### config.mk
export PLATFORM = sky130hd
export DESIGN_NAME = bp_be_issue_queue
export DESIGN_NICKNAME = d
export VERILOG_FILES = /design/src/rtl/bp_be_issue_queue.sv
export SDC_FILE = /design/constraint.sdc
export NUM_CORES = 1
export LEC_CHECK = 0
export BUFFER_PORTS_ARGS = -buffer_cell sky130_fd_sc_hd__buf_4
export CAP_MARGIN = 20
export CORE_UTILIZATION = 45
export CTS_CLUSTER_DIAMETER = 200
export CTS_CLUSTER_SIZE = 24
export DETAILED_ROUTE_END_ITERATION = 10
export GPL_TIMING_DRIVEN = 0
export PLACE_DENSITY = 0.62
export SYNTH_ARGS = -nofsm -noshare
export SYNTH_HDL_FRONTEND = slang
export SYNTH_SLANG_ARGS = --single-unit
export TNS_END_PERCENT = 20
### constraint.sdc
create_clock -name clk_i -period 14.3 [get_ports clk_i]
set_input_delay 3.575 -clock clk_i [delete_from_list [all_inputs] [get_ports clk_i]]
set_output_delay 3.575 -clock clk_i [all_outputs]
set_load 0.03 [all_outputs]
### src/rtl/bp_be_issue_queue.sv
// bp_be_issue_queue: replayable issue buffer with write, issue and commit pointers
//   clk_i, reset_n_i              clock, async active-low reset
//   fe_pkt_i, fe_v_i, fe_ready_o  enqueue side (ready-valid)
//   iss_pkt_o, iss_v_o, iss_yumi_i issue side (oldest un-issued packet)
//   clr_i, roll_i, deq_i          flush, replay from commit, in-order commit
//   unissued_cnt_o, uncommitted_cnt_o, empty_o, full_o  occupancy status
//   Optional same-cycle enqueue-to-issue bypass: BP_BE_ISSUE_QUEUE_BYPASS_EN
module bp_be_issue_queue #(
    parameter int els_p = 16,
    parameter int pkt_width_p = 128,
    localparam int ptr_width_lp = $clog2(els_p) + 1
) (
    input  logic                    clk_i,
    input  logic                    reset_n_i,
    input  logic [pkt_width_p-1:0]  fe_pkt_i,
    input  logic                    fe_v_i,
    output logic                    fe_ready_o,
    output logic [pkt_width_p-1:0]  iss_pkt_o,
    output logic                    iss_v_o,
    input  logic                    iss_yumi_i,
    input  logic                    clr_i,
    input  logic                    roll_i,
    input  logic                    deq_i,
    output logic [ptr_width_lp-1:0] unissued_cnt_o,
    output logic [ptr_width_lp-1:0] uncommitted_cnt_o,
    output logic                    empty_o,
    output logic                    full_o
);
    localparam int lg_els_lp = $clog2(els_p);
    logic [pkt_width_p-1:0]  mem [els_p];
    logic [ptr_width_lp-1:0] wptr, rptr, cptr, cptr_n;
    logic enq, adv, deq_ok;
    assign unissued_cnt_o    = wptr - rptr;
    assign uncommitted_cnt_o = rptr - cptr;
    assign empty_o           = wptr == cptr;
    assign full_o            = (wptr - cptr) == ptr_width_lp'(els_p);
    assign fe_ready_o        = ~full_o;
    assign enq               = fe_v_i & fe_ready_o & ~clr_i;
`ifdef BP_BE_ISSUE_QUEUE_BYPASS_EN
    logic byp;
    // Empty issue window: hand the incoming packet straight to the scheduler
    assign byp       = (wptr == rptr) & fe_v_i & fe_ready_o & ~clr_i & ~roll_i;
    assign iss_v_o   = (rptr != wptr) | byp;
    assign iss_pkt_o = byp ? fe_pkt_i : mem[rptr[lg_els_lp-1:0]];
`else
    assign iss_v_o   = rptr != wptr;
    assign iss_pkt_o = mem[rptr[lg_els_lp-1:0]];
`endif
    assign adv    = iss_yumi_i & iss_v_o & ~clr_i & ~roll_i;
    assign deq_ok = deq_i & (rptr != cptr);
    // Commit lands first so clr/roll rewind to the post-commit pointer
    assign cptr_n = cptr + ptr_width_lp'(deq_ok);
    always_ff @(posedge clk_i or negedge reset_n_i) begin
        if (!reset_n_i) begin
            wptr <= '0;
            rptr <= '0;
            cptr <= '0;
        end else begin
            cptr <= cptr_n;
            wptr <= clr_i ? cptr_n : wptr + ptr_width_lp'(enq);
            rptr <= (clr_i | roll_i) ? cptr_n : rptr + ptr_width_lp'(adv);
        end
    end
    always_ff @(posedge clk_i) begin
        if (enq) mem[wptr[lg_els_lp-1:0]] <= fe_pkt_i;
    end
`ifndef SYNTHESIS
    a_yumi: assert property (@(posedge clk_i) disable iff (!reset_n_i) !(iss_yumi_i & ~iss_v_o));
    a_deq:  assert property (@(posedge clk_i) disable iff (!reset_n_i) !(deq_i & (rptr == cptr)));
`endif
endmodule

==> results.txt <==
status: complete, no violations
Clock Tree Buf Depth: 3
DRT iter0 DRCs: 4203
CP max-delay cell: buf_1
worst path required time: 10.72 ns
post_cts resized: 0
top cells by area, synth: edfxtp_1 (79%), mux4_2 (18%), dfrtp_1 (0.48%)
post-synthesis cell type count: 35
core box area: 171900 um2
largest net degree at the start of global routing: 26
dpl hpwl: 132.9 mm
max-cap viol count: 0
routed vias/inst: 5.799
crit-path cells: buf_2 -> clkbuf_2 -> buf_1 -> mux4_2 -> mux4_2 -> buf_4
die footprint: 175000 um2
vias in the first global route: 36062
final slew viol count: 0
Post-synth EDFFs: 2048
synthesized area: 78010 um2
Initial Utilization: 0.4537
Worst EP arrival: 4.49 ns
clk sinks: 2063
Clock Skew: 0.03244 ns
count of nets after finishing: 3899
largest area contributor in the netlist: edfxtp_1
crit path kind: reg2out
TritonCTS clock tree: done
setup slack, reg-to-reg: 9.28 ns
Yosys reg bits: 2063
detailed-route via count: 35227
RSZ-0062 raised after global routing: no
ys async rst share: 0.007271
achievable frequency: 0.1239 GHz
most frequent cell after synthesis: edfxtp_1
largest delay contributor family on the critical path: buffers and inverters
Die W: 418.4 um
initial antenna violation count: 25
WP buf/inv: 4
Clk Latency, worst-skew pair: 0.74 ns
hold path cells: 1
Slew headroom: 0.2359
synthesis-to-finish area growth: 14.47%
RR Startpoint: wptr[0]$_DFF_PN0_
PD cells: 186.8 nW/um2
htree depth: 3
Fin. Hold Viols: 0
worst min-delay path class: reg2reg
Post-DRT Antenna Nets: 0
GPL Wtd Cong: 0.7332
hold worst-path end: cptr[2]$_DFF_PN0_
final setup violation count: 0
Worst path most repeated cell: mux4_2
Ports: 277
die height: 418.4 um
syn_nets: 3141
DP Worst Slack: 7.031 ns
post-synthesis sequential area ratio: 0.7932
Critical Path End Type: primary output
share of layout cells above drive strength 1: 0.3977
Worst Max-Slew Pin Slew: 1.146 ns
number of buffers created by CTS: 95
Tmin final: 8.069 ns
total grt overflow: 0
final worst slack: 6.231 ns
Final Cycle Share: 0.5642
first-pass GRT wire length: 270.4 mm
Port Buffers: 275
startpoint class of the critical path: register
Mean Syn Cell Area: 26.13 um2
# rows: 152
most frequent cells after synthesis: edfxtp_1 (2048), mux4_2 (640), clkbuf_1 (54), buf_4 (34), buf_1 (29)
CTS Root Buffer Type: clkbuf_16
VDD IR max: 203.0 uV
top cell type's share of synthesized area: 0.7883
drt wl/cell: 31.29 um
Final Routed Wirelength: 190.1 mm
hold path startpoint: cptr[2]$_DFF_PN0_
Pre-Repair DR Iteration Count: 7
Worst path max stage delay: 0.91 ns
worst reg2reg path depth: 17
postcts setup bufs: 0
CTS clk-pin slew, worst paths: 0.10 ns
GRT Util Overall: 0.2187
Synth warnings: 0
Post-Syn Instances: 2986
DRC errors left: 0
Most used DFF post-synth: edfxtp_1
Crit Path Max Fanout: 10
r2r endpoint: mem[0][67]$_DFFE_PP_
Core Util, Final: 0.5194
P_leak: 28.40 nW
# hold bufs at CTS: 0
==> layer usage <==
| layer | global-route usage | up-vias | share of wire |
|---|---|---|---|
| met1 | 0.2921 | 19510 | 0.40 |
| met4 | 0.05495 | 18 | 0.022 |
| met3 | 0.02501 | 188 | 0.047 |
| li1 | - | 14477 | - |
| met2 | 0.3837 | 1034 | 0.53 |
| met5 | 0 | - | 0.00061 |
==> how the worst max path moves through the flow <==
stage	startpoint	endpoint	slack [ns]	cells past startpoint
2_1_floorplan	clr_i	mem[8][0]$_DFFE_PP_	-2.80	4
3_3_place_gp	clr_i	mem[10][60]$_DFFE_PP_	-21.31	4
3_5_place_dp	rptr[1]$_DFF_PN0_	iss_pkt_o[38]	7.03	6
4_1_cts	rptr[1]$_DFF_PN0_	uncommitted_cnt_o[4]	6.20	10
5_1_grt	rptr[1]$_DFF_PN0_	uncommitted_cnt_o[4]	6.11	10
6_report	rptr[1]$_DFF_PN0_	iss_pkt_o[40]	6.23	6
==> registers in the layout, indices dropped and copies added, names as in the netlist <==
signal	flops
cptr	5
mem	2048
rptr	5
wptr	5
==> cell type report <==
type / instances / area [um2]
Multi-Input combinational cell: 758 / 15400
Tap cell: 2310 / 2890
Timing Repair Buffer: 661 / 5747
Fill cell: 13166 / 82630
Buffer: 146 / 752.0
Inverter: 19 / 71.32
Antenna cell: 6 / 15.01
Sequential cell: 2063 / 61870
Clock inverter: 3 / 26.28
Clock buffer: 109 / 2519
==> per-stage QoR <==
| step | area, um2 | TNS, ns | total power [W] | std cells | hold slack, ns |
|---|---|---|---|---|---|
| floorplan | 78010 | -2865.46 | 0.01145 | 2986 | 0.5060 |
| global placement | 82960 | - | 0.01401 | 5571 | 0.5563 |
| detailed placement | 86720 | 0 | 0.01394 | 5955 | 0.5779 |
| CTS | 89260 | 0 | 0.01690 | 6067 | 0.5959 |
| global route | 89300 | 0 | 0.01728 | 6074 | 0.6251 |
| finish | 89300 | 0 | 0.01668 | 6075 | 0.5932 |
==> report_power, final <==
part	total, W	internal, W	leakage [nW]	switching (W)
registers	0.00707	0.00698	18.6	0.0000879
logic	0.00659	0.00285	8.52	0.00374
clock network	0.00302	0.00125	1.25	0.00177
total	0.0167	0.0111	28.4	0.00559
==> cell usage in the layout, fill, tap and decap left out, drive strengths merged, types with 6 or more instances in the layout <==
master  count
edfxtp   2048
buf       753
mux4      640
clkbuf    163
inv        22
ha         18
dfrtp      15
xnor2      12
nand3      10
nor3        9
nor4        8
xor2        7
a21oi       7
diode       6
nand2       6
==> logic make-up (layout without fill, tap and decap cells) <==
group | after synthesis | in the layout | share of synthesized area
other | 0 | 6 | 0
adders and majority gates | 20 | 20 | 0.003400
DFF | 2063 | 2063 | 0.7932
muxes | 644 | 644 | 0.1853
buffers and inverters | 165 | 938 | 0.01052
AOI/OAI and AO/OA | 22 | 22 | 0.001812
xor gates and xnor gates | 19 | 19 | 0.002133
and+or+nand+nor | 53 | 53 | 0.003625
No activity file was read; power rests on OpenSTA's default activity.
